--- src/rtl/unidade_controle_jogada_pkg.sv ---
// Shared state encoding for the play control unit and its display decoder.
// The enum values are the DB_ESTADO codes, so the state register drives the debug port directly.
package unidade_controle_jogada_pkg;

    localparam logic [3:0] DB_INICIAL     = 4'h0;
    localparam logic [3:0] DB_PREPARACAO  = 4'h1;
    localparam logic [3:0] DB_ESPERA      = 4'h2;
    localparam logic [3:0] DB_REGISTRA    = 4'h4;
    localparam logic [3:0] DB_COMPARACAO  = 4'h5;
    localparam logic [3:0] DB_PROXIMO     = 4'h6;
    localparam logic [3:0] DB_FIM_ACERTO  = 4'hA;
    localparam logic [3:0] DB_FIM_TIMEOUT = 4'hD;
    localparam logic [3:0] DB_FIM_ERRO    = 4'hE;

    typedef enum logic [3:0] {
        ST_INICIAL     = DB_INICIAL,
        ST_PREPARACAO  = DB_PREPARACAO,
        ST_ESPERA      = DB_ESPERA,
        ST_REGISTRA    = DB_REGISTRA,
        ST_COMPARACAO  = DB_COMPARACAO,
        ST_PROXIMO     = DB_PROXIMO,
        ST_FIM_ACERTO  = DB_FIM_ACERTO,
        ST_FIM_TIMEOUT = DB_FIM_TIMEOUT,
        ST_FIM_ERRO    = DB_FIM_ERRO
    } estado_t;

    function automatic logic is_fim(input estado_t st);
        return (st == ST_FIM_ACERTO) || (st == ST_FIM_ERRO) || (st == ST_FIM_TIMEOUT);
    endfunction

endpackage

--- src/rtl/unidade_controle_jogada_edge_detector.sv ---
// Two-flop synchronizer plus rising-edge detector; pulse is valid the cycle after din is first seen on sync2.
// No backpressure: one single-cycle pulse per rising edge, lost if the consumer is not listening.
module edge_detector (
    input  logic CLK,
    input  logic RST_N,
    input  logic din,
    output logic pulse
);

    logic sync1_q, sync1_d;
    logic sync2_q, sync2_d;
    logic prev_q,  prev_d;

    always_comb begin
        sync1_d = din;
        sync2_d = sync1_q;
        prev_d  = sync2_q;
    end

    always_ff @(posedge CLK or negedge RST_N) begin
        if (!RST_N) begin
            sync1_q <= 1'b0;
            sync2_q <= 1'b0;
            prev_q  <= 1'b0;
        end else begin
            sync1_q <= sync1_d;
            sync2_q <= sync2_d;
            prev_q  <= prev_d;
        end
    end

    assign pulse = sync2_q & ~prev_q;

endmodule

--- src/rtl/unidade_controle_jogada.sv ---
// Moore control FSM for one sequence-memory round: clear counter, wait/timeout, register, compare, advance.
// Press-to-REGISTRA latency 2 edges after first sample; presses outside ESPERA are dropped, never queued.
module unidade_controle_jogada
    import unidade_controle_jogada_pkg::*;
#(
    parameter int TIMEOUT_CICLOS = 5000,
    parameter int TW             = 13
) (
    input  logic       CLK,
    input  logic       RST_N,
    input  logic       INICIAR,
    input  logic       JOGADA,
    input  logic       IGUAL,
    input  logic       FIM,
    output logic       ZERA_C,
    output logic       CONTA_C,
    output logic       REGISTRA,
    output logic       PRONTO,
    output logic       ACERTOU,
    output logic       ERROU,
    output logic       TIMEOUT,
    output logic [3:0] DB_ESTADO
);

    localparam logic [TW-1:0] TO_TERMINAL = TW'(TIMEOUT_CICLOS - 1);

    estado_t       state_q, state_d;
    logic [TW-1:0] to_cnt_q, to_cnt_d;
    logic          jogada_pulse;

    edge_detector u_edge_detector (
        .CLK   (CLK),
        .RST_N (RST_N),
        .din   (JOGADA),
        .pulse (jogada_pulse)
    );

    always_ff @(posedge CLK or negedge RST_N) begin
        if (!RST_N) begin
            state_q  <= ST_INICIAL;
            to_cnt_q <= '0;
        end else begin
            state_q  <= state_d;
            to_cnt_q <= to_cnt_d;
        end
    end

    // Counter only runs while waiting; leaving ESPERA at terminal count keeps it from wrapping.
    always_comb begin
        to_cnt_d = '0;
        if (state_q == ST_ESPERA) begin
            to_cnt_d = to_cnt_q + TW'(1);
        end
    end

    always_comb begin
        state_d = state_q;
        unique case (state_q)
            ST_INICIAL:    if (INICIAR) state_d = ST_PREPARACAO;
            ST_PREPARACAO: state_d = ST_ESPERA;
            ST_ESPERA: begin
                // A press on the expiry cycle still wins over the timeout.
                if (jogada_pulse) begin
                    state_d = ST_REGISTRA;
                end else if (to_cnt_q == TO_TERMINAL) begin
                    state_d = ST_FIM_TIMEOUT;
                end
            end
            ST_REGISTRA:   state_d = ST_COMPARACAO;
            ST_COMPARACAO: begin
                if (!IGUAL) begin
                    state_d = ST_FIM_ERRO;
                end else if (FIM) begin
                    state_d = ST_FIM_ACERTO;
                end else begin
                    state_d = ST_PROXIMO;
                end
            end
            ST_PROXIMO:    state_d = ST_ESPERA;
            ST_FIM_ACERTO,
            ST_FIM_ERRO,
            ST_FIM_TIMEOUT: if (INICIAR) state_d = ST_PREPARACAO;
            default:       state_d = ST_INICIAL;
        endcase
    end

    always_comb begin
        ZERA_C   = 1'b0;
        CONTA_C  = 1'b0;
        REGISTRA = 1'b0;
        ACERTOU  = 1'b0;
        ERROU    = 1'b0;
        TIMEOUT  = 1'b0;
        PRONTO   = is_fim(state_q);
        unique case (state_q)
            ST_PREPARACAO:  ZERA_C   = 1'b1;
            ST_REGISTRA:    REGISTRA = 1'b1;
            ST_PROXIMO:     CONTA_C  = 1'b1;
            ST_FIM_ACERTO:  ACERTOU  = 1'b1;
            ST_FIM_ERRO:    ERROU    = 1'b1;
            ST_FIM_TIMEOUT: TIMEOUT  = 1'b1;
            default: ;
        endcase
    end

    assign DB_ESTADO = state_q;

endmodule

--- config.mk ---
export PLATFORM = sky130hd
export DESIGN_NAME = unidade_controle_jogada
export DESIGN_NICKNAME = d
export VERILOG_FILES = /design/src/rtl/unidade_controle_jogada_pkg.sv /design/src/rtl/unidade_controle_jogada_edge_detector.sv /design/src/rtl/unidade_controle_jogada.sv
export SDC_FILE = /design/constraint.sdc
export NUM_CORES = 1
export LEC_CHECK = 0
export CORE_MARGIN = 2
export CORE_UTILIZATION = 55
export DETAILED_ROUTE_END_ITERATION = 8
export PLACE_DENSITY_LB_ADDON = 0.05
export SLEW_MARGIN = 20
export SYNTH_ARGS = -nofsm -noshare
export SYNTH_HDL_FRONTEND = slang
export SYNTH_HIERARCHICAL = 1
export SYNTH_SLANG_ARGS = --single-unit
--- constraint.sdc ---
create_clock -name CLK -period 3.25 [get_ports CLK]
set_clock_uncertainty 0.2 [all_clocks]
set_input_delay 0.65 -clock CLK [delete_from_list [all_inputs] [get_ports CLK]]
set_output_delay 0.65 -clock CLK [all_outputs]
set_load 0.05 [all_outputs]
==> metrics.yaml <==
timing:
  setup_tns_ns: 0
  fin_crit_ns: 2.96
  rsz0062_at_grt: "no"
  finalHoldViolCount: 0
  tightest_slew_ns: 0.839
  relSlewSlack: 0.439
  finalCritPeriodShare: 0.909
  slew_viol_final: 0
  hold_slack_ns: 0.170
  setup_violations: 0
  max_freq_mhz: 338
floorplanning:
  dieArea_sq_um: 2240
  fp.coreArea_sq_um: 1750
  initial_utilization: 0.593
  io_pins: 17
  die_w_microns: 47.4
  die_h_microns: 47.4
  fp-row-count: 15
clocking:
  cts_buffers: 3
  htreeDepth: 1
  clock_latency_ns: 0.30
  worst_setup_hold_path_clk_slew_ns: 0.11
  cts_tree: "yes"
  cts_root_buffer: "clkbuf_4"
  max-clock-path-buffers: 2
  clock_sinks: 20
setup_path:
  ff2ff_setup_slack_ns: 0.91
  critPathMaxFanout: 14
  worst_r2r_endpoint: "DB_ESTADO[2]"
  end_kind: "output pin"
  worstRegToRegCells: 4
  critPathArrivalTime_ns: 2.11
  required_ns: 2.40
  crit_path_start_kind: "flip-flop"
  critPathKind: "reg2out"
  r2r-start: "DB_ESTADO[1]"
placed_design:
  dp.final_hpwl_microns: 1460
  port_buffers: 16
  routabilityCongestion: 0.835
  dpl_cell_area_sq_um: 1200
synthesis:
  synth.yosys.seq_area_share: 0.484
  yosys_register_bits: 20
  synth_warnings: 6
  syn-num-nets: 117
  synthDominantCellAreaShare: 0.484
  avgSynthCellArea_sq_um: 9.41
  synth_ff_type: "dfrtp_1"
  synth_area_sq_um: 1030
  synth_cell_types: 34
  synth_top_cells_by_area: "dfrtp_1, nor2_1, xor2_1"
  async_flop_share: 1.00
  synthCells: 110
  synth-edff-count: 0
  yosysTopAreaCell: "dfrtp_1"
global_routing:
  grt_util_all_layers: 0.224
  grt_pass1_wl_microns: 3350
  grt_remaining_overflow: 0
  grt_max_degree: 21
  antenna_found_initial: 0
  grt_pass1_vias: 772
drt:
  viasPerCell: 5.80
  dr_total_vias: 864
  drtAntennaViolNets: 0
  drc_errors: 0
  routed_wl_microns: 2040
  drt_iter0_drc: 18
  dr.pass1.iters: 4
  wl_per_cell_microns: 13.7
pwr:
  power.density_nw_per_um2: 774
  ir_drop_uv: 550
  finalPower_uw: 974
  leakage_nw: 0.554
min_path:
  min_path_type: "reg2reg"
  hold_depth: 0
  min_from: "u_edge_detector/sync1_q"
  worst_hold_path.endpoint: "u_edge_detector/prev_d"
run:
  maxCapViolCount: 0
finish:
  syn_to_final_growth_pct: 21.6
  diodes: 0
  nFillCells: 138
  final_nets: 132
  drive_above_1_share: 0.0887
  fin_area_sq_um: 1260
status:
  outcome: "finished clean"
registers in the layout (all words and copies together), names as in the netlist:
signal,count
to_cnt_q,13
u_edge_detector/prev_d,1
u_edge_detector/sync1_q,1
u_edge_detector/prev_q,1
DB_ESTADO,4
cells by family after synthesis:
group	Yosys count	share of synthesized area
mux	1	0.00967
compound gates	16	0.0967
buf+inv	9	0.0326
flops	20	0.484
simple gates	53	0.281
xor+xnor	10	0.0846
fa+ha+maj	1	0.0121
cell usage in the layout, fill, tap and decap left out, types with 3 or more instances in the layout:
master           instances
nand3_1                  4
clkbuf_4                 3
nor3_1                   5
nand2_1                  5
a31oi_1                  3
xnor2_1                  4
a21oi_1                  7
nand4_1                  4
inv_1                    3
nor2_1                  17
dfrtp_1                 20
clkdlybuf4s50_1         15
xor2_1                   6
worst max-delay path: stages (launching register included):
cell	delay [ns]
dfrtp_1	0.60
nand2b_1	0.18
nor3_1	0.18
clkdlybuf4s50_1	0.83
worst max-delay path by stage:
stage	from	end	slack (ns)
finish	DB_ESTADO[1]	ACERTOU	0.29
global placement	DB_ESTADO[3]	REGISTRA	0.52
CTS	DB_ESTADO[3]	REGISTRA	0.07
detailed placement	DB_ESTADO[3]	REGISTRA	0.44
global route	DB_ESTADO[3]	ACERTOU	0.19
floorplan	DB_ESTADO[3]	ACERTOU	0.23
final cells by class:
cell class | instances | area [sq um] | share of cell area
Multi-Input combinational cell | 81 | 500 | 0.398
Timing Repair Buffer | 16 | 163 | 0.129
Tap cell | 25 | 31.3 | 0.0249
Clock inverter | 1 | 30.0 | 0.0239
Inverter | 3 | 11.3 | 0.00895
Sequential cell | 20 | 500 | 0.398
Clock buffer | 3 | 22.5 | 0.0179
per-layer routing:
layer | wire length (microns) | global-route usage
met1 | 925 | 0.287
met2 | 943 | 0.335
met3 | 120 | 0.0808
met4 | 48 | 0.111
met5 | 0 | 0
where the power goes:
group	internal (mW)	total [mW]	switching, mW
Sequential	0.281	0.354	0.0735
Clock	0.125	0.200	0.0751
Combinational	0.156	0.420	0.264
synthesized netlist by cell type, drive strengths merged, types with 2 or more instances:
| library cell | count |
|---|---|
| clkbuf | 6 |
| or4 | 2 |
| nor2b | 2 |
| a31oi | 3 |
| xor2 | 6 |
| inv | 3 |
| xnor2 | 4 |
| nor2 | 17 |
| or3 | 2 |
| or4b | 2 |
| nand2b | 2 |
| dfrtp | 20 |
| and3 | 3 |
| nand2 | 5 |
| a21oi | 8 |
| nor3 | 5 |
| nand3 | 4 |
| nand4 | 4 |
timing repair:
action	4_1_cts	5_1_grt
hold buffers	0	0
endpoints found under the setup margin	0	1
endpoints found under the hold margin	0	0
gates resized for setup	0	1
buffers inserted	0	0
metrics by stage:
stage               setup WS (ns)  instances   util
floorplan                   0.226        110      -
detailed placement          0.438        145  0.690
global route                0.191        149  0.721
finish                      0.294        149  0.721
CTS                        0.0750        149  0.720
global placement            0.515        145  0.690
Power figures use the tool's default switching activity.
